`config.mk`:
```
export PLATFORM = sky130hd
export DESIGN_NAME = l1d_mshr_data_ram_rr_arb
export DESIGN_NICKNAME = d
export VERILOG_FILES = /design/src/rtl/l1d_mshr_data_ram_rr_arb.sv
export SDC_FILE = /design/constraint.sdc
export NUM_CORES = 1
export LEC_CHECK = 0
export ABC_AREA = 1
export CAP_MARGIN = 20
export CELL_PAD_IN_SITES_DETAIL_PLACEMENT = 0
export CELL_PAD_IN_SITES_GLOBAL_PLACEMENT = 2
export CORE_MARGIN = 1.5
export CORE_UTILIZATION = 17
export DETAILED_ROUTE_END_ITERATION = 6
export HOLD_SLACK_MARGIN = 0.15
export PLACE_DENSITY_LB_ADDON = 0.1
export SLEW_MARGIN = 20
export SYNTH_ARGS = -nofsm -noshare
export SYNTH_HDL_FRONTEND = slang
export SYNTH_SLANG_ARGS = --single-unit
```
`constraint.sdc`:
```
create_clock -name clk -period 3.6 [get_ports clk]
set_input_delay 0.36 -clock clk [delete_from_list [all_inputs] [get_ports clk]]
set_output_delay 0.36 -clock clk [all_outputs]
set_load 0.02 [all_outputs]
```
`src/rtl/l1d_mshr_data_ram_rr_arb.sv`:
```
// l1d_mshr_data_ram_rr_arb
// Merges the MSHR bypass request and NUM_ENTRY MSHR entry requests onto the
// single L1D data-RAM request port. Bypass has priority. Entries share the port
// round-robin. A starvation counter limits how long bypass can lock entries out.
// The port is driven from a registered valid/ready output stage.
module l1d_mshr_data_ram_rr_arb #(
  parameter  int NUM_ENTRY  = 8,
  parameter  int STARVE_MAX = 4,
  parameter  int DATA_W     = 32,
  localparam int SRC_W      = $clog2(NUM_ENTRY + 1)
) (
  input  logic                          clk,
  input  logic                          rst_n,
  input  logic                          mshr_bps_vld,
  input  logic [DATA_W-1:0]             mshr_bps_pld,
  output logic                          mshr_bps_rdy,
  input  logic [NUM_ENTRY-1:0]          mshr_entry_vld,
  input  logic [NUM_ENTRY*DATA_W-1:0]   mshr_entry_pld,
  output logic [NUM_ENTRY-1:0]          mshr_entry_rdy,
  output logic                          data_ram_vld,
  output logic [DATA_W-1:0]             data_ram_pld,
  output logic [SRC_W-1:0]              data_ram_src,
  input  logic                          data_ram_rdy
);

  localparam int PTR_W = $clog2(NUM_ENTRY);
  localparam int CNT_W = $clog2(STARVE_MAX + 1);

  logic [PTR_W-1:0]  rr_ptr;
  logic [CNT_W-1:0]  starve_cnt;

  logic              load;
  logic              any_entry;
  logic              force_entry;
  logic              bps_win_p0;
  logic              ent_win_p0;
  logic [PTR_W-1:0]  ent_idx_p0;
  logic [PTR_W-1:0]  cand_p0;
  logic              win_vld_p0;
  logic [DATA_W-1:0] win_pld_p0;
  logic [SRC_W-1:0]  win_src_p0;

  // Saturating increment of the starvation counter.
  function automatic logic [CNT_W-1:0] sat_inc(input logic [CNT_W-1:0] cnt);
    if (cnt >= CNT_W'(STARVE_MAX)) sat_inc = CNT_W'(STARVE_MAX);
    else                           sat_inc = cnt + CNT_W'(1);
  endfunction

  // Next round-robin pointer: one past the granted entry, wrapping to 0.
  function automatic logic [PTR_W-1:0] ptr_next(input logic [PTR_W-1:0] idx);
    if (idx == PTR_W'(NUM_ENTRY - 1)) ptr_next = '0;
    else                              ptr_next = idx + PTR_W'(1);
  endfunction

  // ---- stage p0: combinational arbitration ----

  assign load        = !data_ram_vld || data_ram_rdy;
  assign any_entry   = |mshr_entry_vld;
  assign force_entry = (starve_cnt == CNT_W'(STARVE_MAX)) && any_entry;
  assign bps_win_p0  = mshr_bps_vld && !force_entry;

  // Round-robin scan: first valid entry starting at rr_ptr, wrapping.
  always_comb begin
    ent_win_p0 = 1'b0;
    ent_idx_p0 = '0;
    cand_p0    = '0;
    for (int i = 0; i < NUM_ENTRY; i++) begin
      cand_p0 = PTR_W'((int'(rr_ptr) + i) % NUM_ENTRY);
      if (!ent_win_p0 && mshr_entry_vld[cand_p0]) begin
        ent_win_p0 = 1'b1;
        ent_idx_p0 = cand_p0;
      end
    end
  end

  // Winner payload/source and the grant strobes back to the requesters.
  always_comb begin
    win_vld_p0     = bps_win_p0 || ent_win_p0;
    win_pld_p0     = mshr_entry_pld[ent_idx_p0*DATA_W +: DATA_W];
    win_src_p0     = SRC_W'(ent_idx_p0) + SRC_W'(1);
    mshr_bps_rdy   = 1'b0;
    mshr_entry_rdy = '0;
    if (bps_win_p0) begin
      win_pld_p0   = mshr_bps_pld;
      win_src_p0   = '0;
      mshr_bps_rdy = load;
    end else if (ent_win_p0) begin
      mshr_entry_rdy[ent_idx_p0] = load;
    end
  end

  // ---- stage p1: registered output to the data RAM ----

  // Output register loads the winner whenever the slot is empty or draining.
  always_ff @(posedge clk or negedge rst_n) begin
    if (!rst_n) begin
      data_ram_vld <= 1'b0;
      data_ram_pld <= '0;
      data_ram_src <= '0;
    end else if (load) begin
      data_ram_vld <= win_vld_p0;
      if (win_vld_p0) begin
        data_ram_pld <= win_pld_p0;
        data_ram_src <= win_src_p0;
      end
    end
  end

  // Round-robin pointer advances only on an entry grant.
  always_ff @(posedge clk or negedge rst_n) begin
    if (!rst_n) begin
      rr_ptr <= '0;
    end else if (load && !bps_win_p0 && ent_win_p0) begin
      rr_ptr <= ptr_next(ent_idx_p0);
    end
  end

  // Counts bypass wins that blocked a pending entry; cleared when entries get through or go idle.
  always_ff @(posedge clk or negedge rst_n) begin
    if (!rst_n) begin
      starve_cnt <= '0;
    end else if (!any_entry) begin
      starve_cnt <= '0;
    end else if (load) begin
      if (bps_win_p0) starve_cnt <= sat_inc(starve_cnt);
      else            starve_cnt <= '0;
    end
  end

endmodule

```
==> metrics.txt, run 1 <==
1st-pass router iterations=5; post-DR wirelength/cell=17.1 um; CTS tree=yes; Top delay family on crit path=simple AND/OR/NAND/NOR gates; GRT Overall Usage=17.7%; Most common cell on crit path=nor2_4; Sw Share=61.6%; Crit path depth=17; Overflow after GRT=0; DR vias=7,462; Placed Cells=between 1,500 and 2,000; DIE HEIGHT=184 um; largest cells by area after synthesis=nand2_1, dfrtp_1, nand3_1, o21ai_0, inv_1; Synthesized Nets=roughly 1,300; period utilization=between 90 and 100%; Clock Latency Late Sink=0.30 ns; Max Freq=about 300 MHz; worst path cell trace=inv_2, ha_1, inv_1, nand3_2, nand3_2, nand2_2, nor2_4, nand4_4, nor2_4, nand3_1, nand3_1, nor2_2, buf_4, nor2_4, inv_1, nor2_1, dlygate4sd2_1; Required @ worst endpoint=around 3.2 ns; Remaining DRCs=0; Setup WS pre-CTS=0.0669 ns; R2R Path Start=rr_ptr[0]$_DFFE_PN0P_; Placed Area=9610 um^2; # port buffers=345; status=complete, no violations; Yosys cell types=30; final hold violations=0; Routed Antenna Nets=0; Clock Skew=0.00824 ns; global-route wire length before repair=roughly 45 mm; CTS Sinks=43; Reg2Reg Depth=18; final net count=1,648; crit-path max cell delay=0.38 ns; Core Util, Final=30.3%; most frequent cells in the layout=nand2_1, clkdlybuf4s50_1, nand3_1; Mapped Cells=1,018; htree depth=2; Int Pwr=4660 uW; Worst Setup End Kind=output pin; Mapped Avg Cell Area=roughly 5.5 um^2; Pwr per Cell Area=approximately 1200 nW/um^2; commonest non-fill, non-tap cell in the layout=nand2_1; Yosys top cell area share=30.6%; crit path launch=rr_ptr[0]$_DFFE_PN0P_; R2R Path End=data_ram_pld[2]$_DFFE_PN0P_; vias in the first global route=7,519; Worst Path Arrival=3.02 ns; Period minus WS final=~3.4 ns; Root Driver=clkbuf_16; Initial Util=17.2%; vias per std cell=around 4.2; die extent in x=184 um; # IOs=346; R2R Setup Slk=around 0.4 ns; clock network fraction of total power=4.0%; Layout area overhead=75.7%; slew of the pin with the lowest slew margin=0.594 ns; RSZ-0062 raised after global routing=false; layout cells sized above 1=approximately 7.0%; HPWL after DPL=22.8 mm; core area=around 32,000 um^2; Final Setup Violations=0; Post-Syn Area=between 5000 and 6000 um^2; Setup CP Type=flop to output pin; register bit total from synthesis=43; # Max-Cap Violations=0; DRT iter0 DRCs=approximately 350; Critical-path top delay cell=dfrtp_1; CTS Buf Count=5; Crit Path Max Fanout=5; dominant cell type by area after synthesis=nand2_1; Peak VDD IR=0.000864 V; gpl congestion=0.798; Seq/Total Area, Yosys=19.3%; FP Rows=66; sequential power share=a little over 7%; post-route cell area=9820 um^2; Clock Tree Buf Depth=2; largest net degree at the start of global routing=97; Slew Limit Fails=0; Buf/Inv on CP=5; Sw Pwr=7480 uW; combinational power share=between 80% and 90%; routed wire length=30.6 mm; Slew HR=60.4%; fin worst setup slack=approximately 0.22 ns; leakage dissipation=0.00465 uW; worst setup path endpoint=mshr_entry_rdy[7]; setup tns final=0 ns; Worst Setup Start Kind=flop; CTS clk-pin slew, worst paths=0.06 ns; fin cells=about 1,800; initial antenna violation count=4; hold crit path type=flop to flop; die area=34,000 um^2; synth warn=0
final cells by class:
cell class | count | area (um^2)
diodes | 5 | 12.5
inverters | 92 | 345
clock buffers | 6 | 139
clock inverters | 1 | 5.00
flip-flops and latches | 43 | 1080
multi-input cells | 816 | 3910
repair buffers | 384 | 3780
fillers | 3687 | 22600
well taps | 442 | 553
power by group through the flow:
stage	Clock, uW	Sequential, uW	Combinational (uW)
after detailed placement	0	870	11100
after floorplan	0	1090	6790
final	488	868	10800
after global routing	533	903	12300
after global placement	0	864	11100
after CTS	519	872	11100
cell families (layout without fill, tap and decap cells):
logic type / Yosys count / in the layout / synth area share (%)
flip-flops: 43 / 43 / 19.3
other: 0 / 5 / 0
adder cells (fa/ha/maj): 6 / 6 / 1.34
buffers and inverters: 159 / 483 / 12.8
AO/OA/AOI/OAI: 111 / 111 / 11.6
XOR/XNOR: 4 / 4 / 0.627
AND/OR/NAND/NOR: 695 / 695 / 54.4
cells in the mapped netlist (all sizes together):
library cell / count
nand2: 465
nand3: 167
inv: 92
o21ai: 73
buf: 44
dfrtp: 43
o21bai: 32
nor2: 29
nand3b: 24
clkbuf: 23
ha: 6
nand4: 6
o22ai: 4
nor3: 2
nor4: 2
xnor2: 2
xor2: 2
a21oi: 1
a31oi: 1
worst min path at each step:
stage / startpoint / to / cells past startpoint
final: data_ram_pld[8]$_DFFE_PN0P_ / data_ram_pld[8]$_DFFE_PN0P_ / 2
after CTS: data_ram_pld[7]$_DFFE_PN0P_ / data_ram_pld[7]$_DFFE_PN0P_ / 2
after global routing: data_ram_pld[23]$_DFFE_PN0P_ / data_ram_pld[23]$_DFFE_PN0P_ / 2
after global placement: rst_n / data_ram_src[3]$_DFFE_PN0P_ / 1
after detailed placement: rst_n / data_ram_src[3]$_DFFE_PN0P_ / 1
after floorplan: rst_n / data_ram_pld[0]$_DFFE_PN0P_ / 0
worst register-to-register path, stage by stage (launching register included):
cell	delay, ns
dfrtp_1	0.38
inv_2	0.05
ha_1	0.31
inv_1	0.16
nand3_1	0.12
nand2_1	0.09
nor2_1	0.05
a31oi_2	0.25
buf_4	0.17
nor3_1	0.04
nor2_1	0.14
nand3_2	0.18
buf_4	0.20
nor2_4	0.10
buf_4	0.47
nand2_1	0.20
nand3_1	0.12
o21bai_1	0.07
nand2_1	0.05
sequential cells by signal, indices dropped and copies added (netlist names):
signal,count
data_ram_src,4
data_ram_pld,32
starve_cnt,3
rr_ptr,3
data_ram_vld,1
routing by layer:
layer | vias up | part of all wire [%] | track usage, %
met2 | 220 | 49 | 31.4
met1 | 3336 | 42 | 21.4
li1 | 3888 | - | -
met4 | 0 | 1.2 | 3.67
met3 | 18 | 7.1 | 4.68
met5 | - | 0 | 0
stage by stage:
step	power [uW]	hold WS, ns
floorplan	7880	0.0644
global placement	12000	0.389
detailed placement	12000	0.385
CTS	12500	0.483
global route	13700	0.500
finish	12100	0.481
timing repair:
action,CTS,global route
buffers inserted,1,1
gates resized for setup,12,13
endpoints found under the setup margin,8,8
endpoints found under the hold margin,18,0
hold buffers,1,0
(Power assumes the default switching activity.)
==> run 2, diff against run 1 <==
Settings changed: GPL_ROUTABILITY_DRIVEN from default to 0.
==> metrics.txt, run 2 (synthesized netlist as in run 1, its figures left out) <==
status=complete, no violations; Peak VDD IR=0.00101 V; Critical-path top delay cell=dfrtp_1; CTS Buf Count=5; period utilization=94.2%; crit path launch=rr_ptr[0]$_DFFE_PN0P_; R2R Path Start=rr_ptr[0]$_DFFE_PN0P_; DRT iter0 DRCs=265; core area=32,500 um^2; Root Driver=clkbuf_16; Setup WS pre-CTS=0.0855 ns; Placed Area=9570 um^2; initial antenna violation count=4; fin worst setup slack=roughly 0.21 ns; Int Pwr=about 4600 uW; post-DR wirelength/cell=17.2 um; Largest Register=data_ram_pld; R2R Setup Slk=0.33 ns; vias in the first global route=between 7,000 and 8,000; FP Rows=66; DR vias=7,449; layout cells sized above 1=6.65%; global-route wire length before repair=44.9 mm; final net count=about 1,600; Clock Tree Buf Depth=2; worst path cell trace=buf_4, ha_1, xnor2_2, buf_4, nand2_1, nand2_1, nand3_1, nor2_1, nor2_1, nand2_1, nor2_1, nand3_1, buf_4, nor2_4, inv_1, nor2_1, clkdlybuf4s15_1; Sw Share=61.9%; CTS Sinks=43; DIE HEIGHT=roughly 180 um; CTS tree=yes; Initial Util=17.2%; Routed Antenna Nets=0; Final Setup Violations=0; Slew HR=57.4%; clock network fraction of total power=4.7%; post-route cell area=9780 um^2; crit-path max cell delay=0.39 ns; hold crit path type=flop to flop; CTS clk-pin slew, worst paths=0.07 ns; routed wire length=30.7 mm; slew of the pin with the lowest slew margin=around 0.64 ns; Tot Pwr=roughly 12,000 uW; Required @ worst endpoint=3.24 ns; Period minus WS final=3.39 ns; Worst Setup Start Kind=flop; most frequent cells in the layout=nand2_1, clkdlybuf4s50_1, nand3_1; Max Freq=slightly below 300 MHz; R2R Path End=data_ram_pld[25]$_DFFE_PN0P_; Remaining DRCs=0; GRT Overall Usage=~18%; Worst Path Arrival=approximately 3 ns; leakage dissipation=about 0.0046 uW; final hold violations=0; Setup Buffers After CTS=0; RSZ-0062 raised after global routing=false; die area=34,000 um^2; HPWL after DPL=22.8 mm; # Max-Cap Violations=0; WHS Path Cells=2; Sw Pwr=7460 uW; # IOs=346; setup tns final=0 ns; # port buffers=~350; Setup CP Type=flop to output pin; largest net degree at the start of global routing=97; max reg flops=32; worst setup path endpoint=mshr_entry_rdy[3]; Overflow after GRT=0; Slew Limit Fails=0; Layout area overhead=75.0%; vias per std cell=4.18; htree depth=2; Core Util, Final=30.1%; Clock Latency Late Sink=roughly 0.3 ns; 1st-pass router iterations=4; die extent in x=184 um; commonest non-fill, non-tap cell in the layout=nand2_1; Crit Path Max Fanout=10; Clock Skew=between 0.004 and 0.005 ns; Pwr per Cell Area=1230 nW/um^2; biggest regs=data_ram_pld: 32 flops, data_ram_src: 4 flops; combinational power share=approximately nine tenths; Most common cell on crit path=nor2_1; Reg2Reg Depth=20; Worst Setup End Kind=output pin; sequential power share=7.1%
==> run 2: cell count changes in the layout (fill, tap and decap cells not counted), moves of 2 or more <==
cell           delta
buf_4             -5
clkbuf_2          +3
diode_2           -2
dlygate4sd2_1     -2
==> run 2: per-stage QoR <==
step,instances,hold WS (ns)
6_report,1783,0.476
5_1_grt,1781,0.503
4_1_cts,1780,0.482
3_5_place_dp,1771,0.393
3_3_place_gp,1771,0.398
2_1_floorplan,1018,0.0644
==> run 2: worst min path at each step <==
stage | startpoint | slack [ns] | endpoint
2_1_floorplan | rst_n | 0.06 | data_ram_pld[0]$_DFFE_PN0P_
3_3_place_gp | rst_n | 0.40 | data_ram_src[3]$_DFFE_PN0P_
3_5_place_dp | rst_n | 0.39 | data_ram_src[3]$_DFFE_PN0P_
4_1_cts | data_ram_pld[6]$_DFFE_PN0P_ | 0.48 | data_ram_pld[6]$_DFFE_PN0P_
5_1_grt | data_ram_pld[26]$_DFFE_PN0P_ | 0.50 | data_ram_pld[26]$_DFFE_PN0P_
6_report | data_ram_pld[8]$_DFFE_PN0P_ | 0.48 | data_ram_pld[8]$_DFFE_PN0P_
==> run 2: power by group through the flow <==
stage	clock, uW	sequential [uW]	combinational (uW)
after floorplan	0	1090	6790
after global placement	0	852	11000
after CTS	595	855	10900
after detailed placement	0	857	10900
final	570	853	10600
after global routing	609	883	12000
==> run 2: cell type report <==
cell class / instances / area, um^2
Antenna cell: 3 / 7.51
Clock buffer: 6 / 139
Clock inverter: 2 / 35.0
Fill cell: 3702 / 22700
Inverter: 92 / 345
Multi-Input combinational cell: 816 / 3900
Sequential cell: 43 / 1080
Tap cell: 442 / 553
Timing Repair Buffer: 379 / 3720
==> run 2: worst max-delay path, delay by kind of cell, from the launching register on <==
family | cells | cell delay, ns
XOR/XNOR | 1 | 0.17
buffers and inverters | 5 | 0.92
AND/OR/NAND/NOR | 10 | 0.99
flip-flops | 1 | 0.39
adder cells (fa/ha/maj) | 1 | 0.27
==> run 2: layer usage <==
| layer | share of wire, % | GRT usage, % | vias to the layer above |
|---|---|---|---|
| met4 | 0.94 | 3.08 | 2 |
| met3 | 6.2 | 4.49 | 17 |
| met2 | 49 | 31.4 | 205 |
| li1 | - | - | 3879 |
| met1 | 44 | 21.6 | 3346 |
| met5 | 0.055 | 0 | - |
==> run 2: repair_timing <==
| action | CTS | global route |
|---|---|---|
| pin swaps | 0 | 0 |
| cloned | 0 | 0 |
| resized for setup | 11 | 17 |
| setup endpoints to repair | 8 | 28 |
| endpoints found under the hold margin | 18 | 0 |
| hold buffers | 1 | 0 |
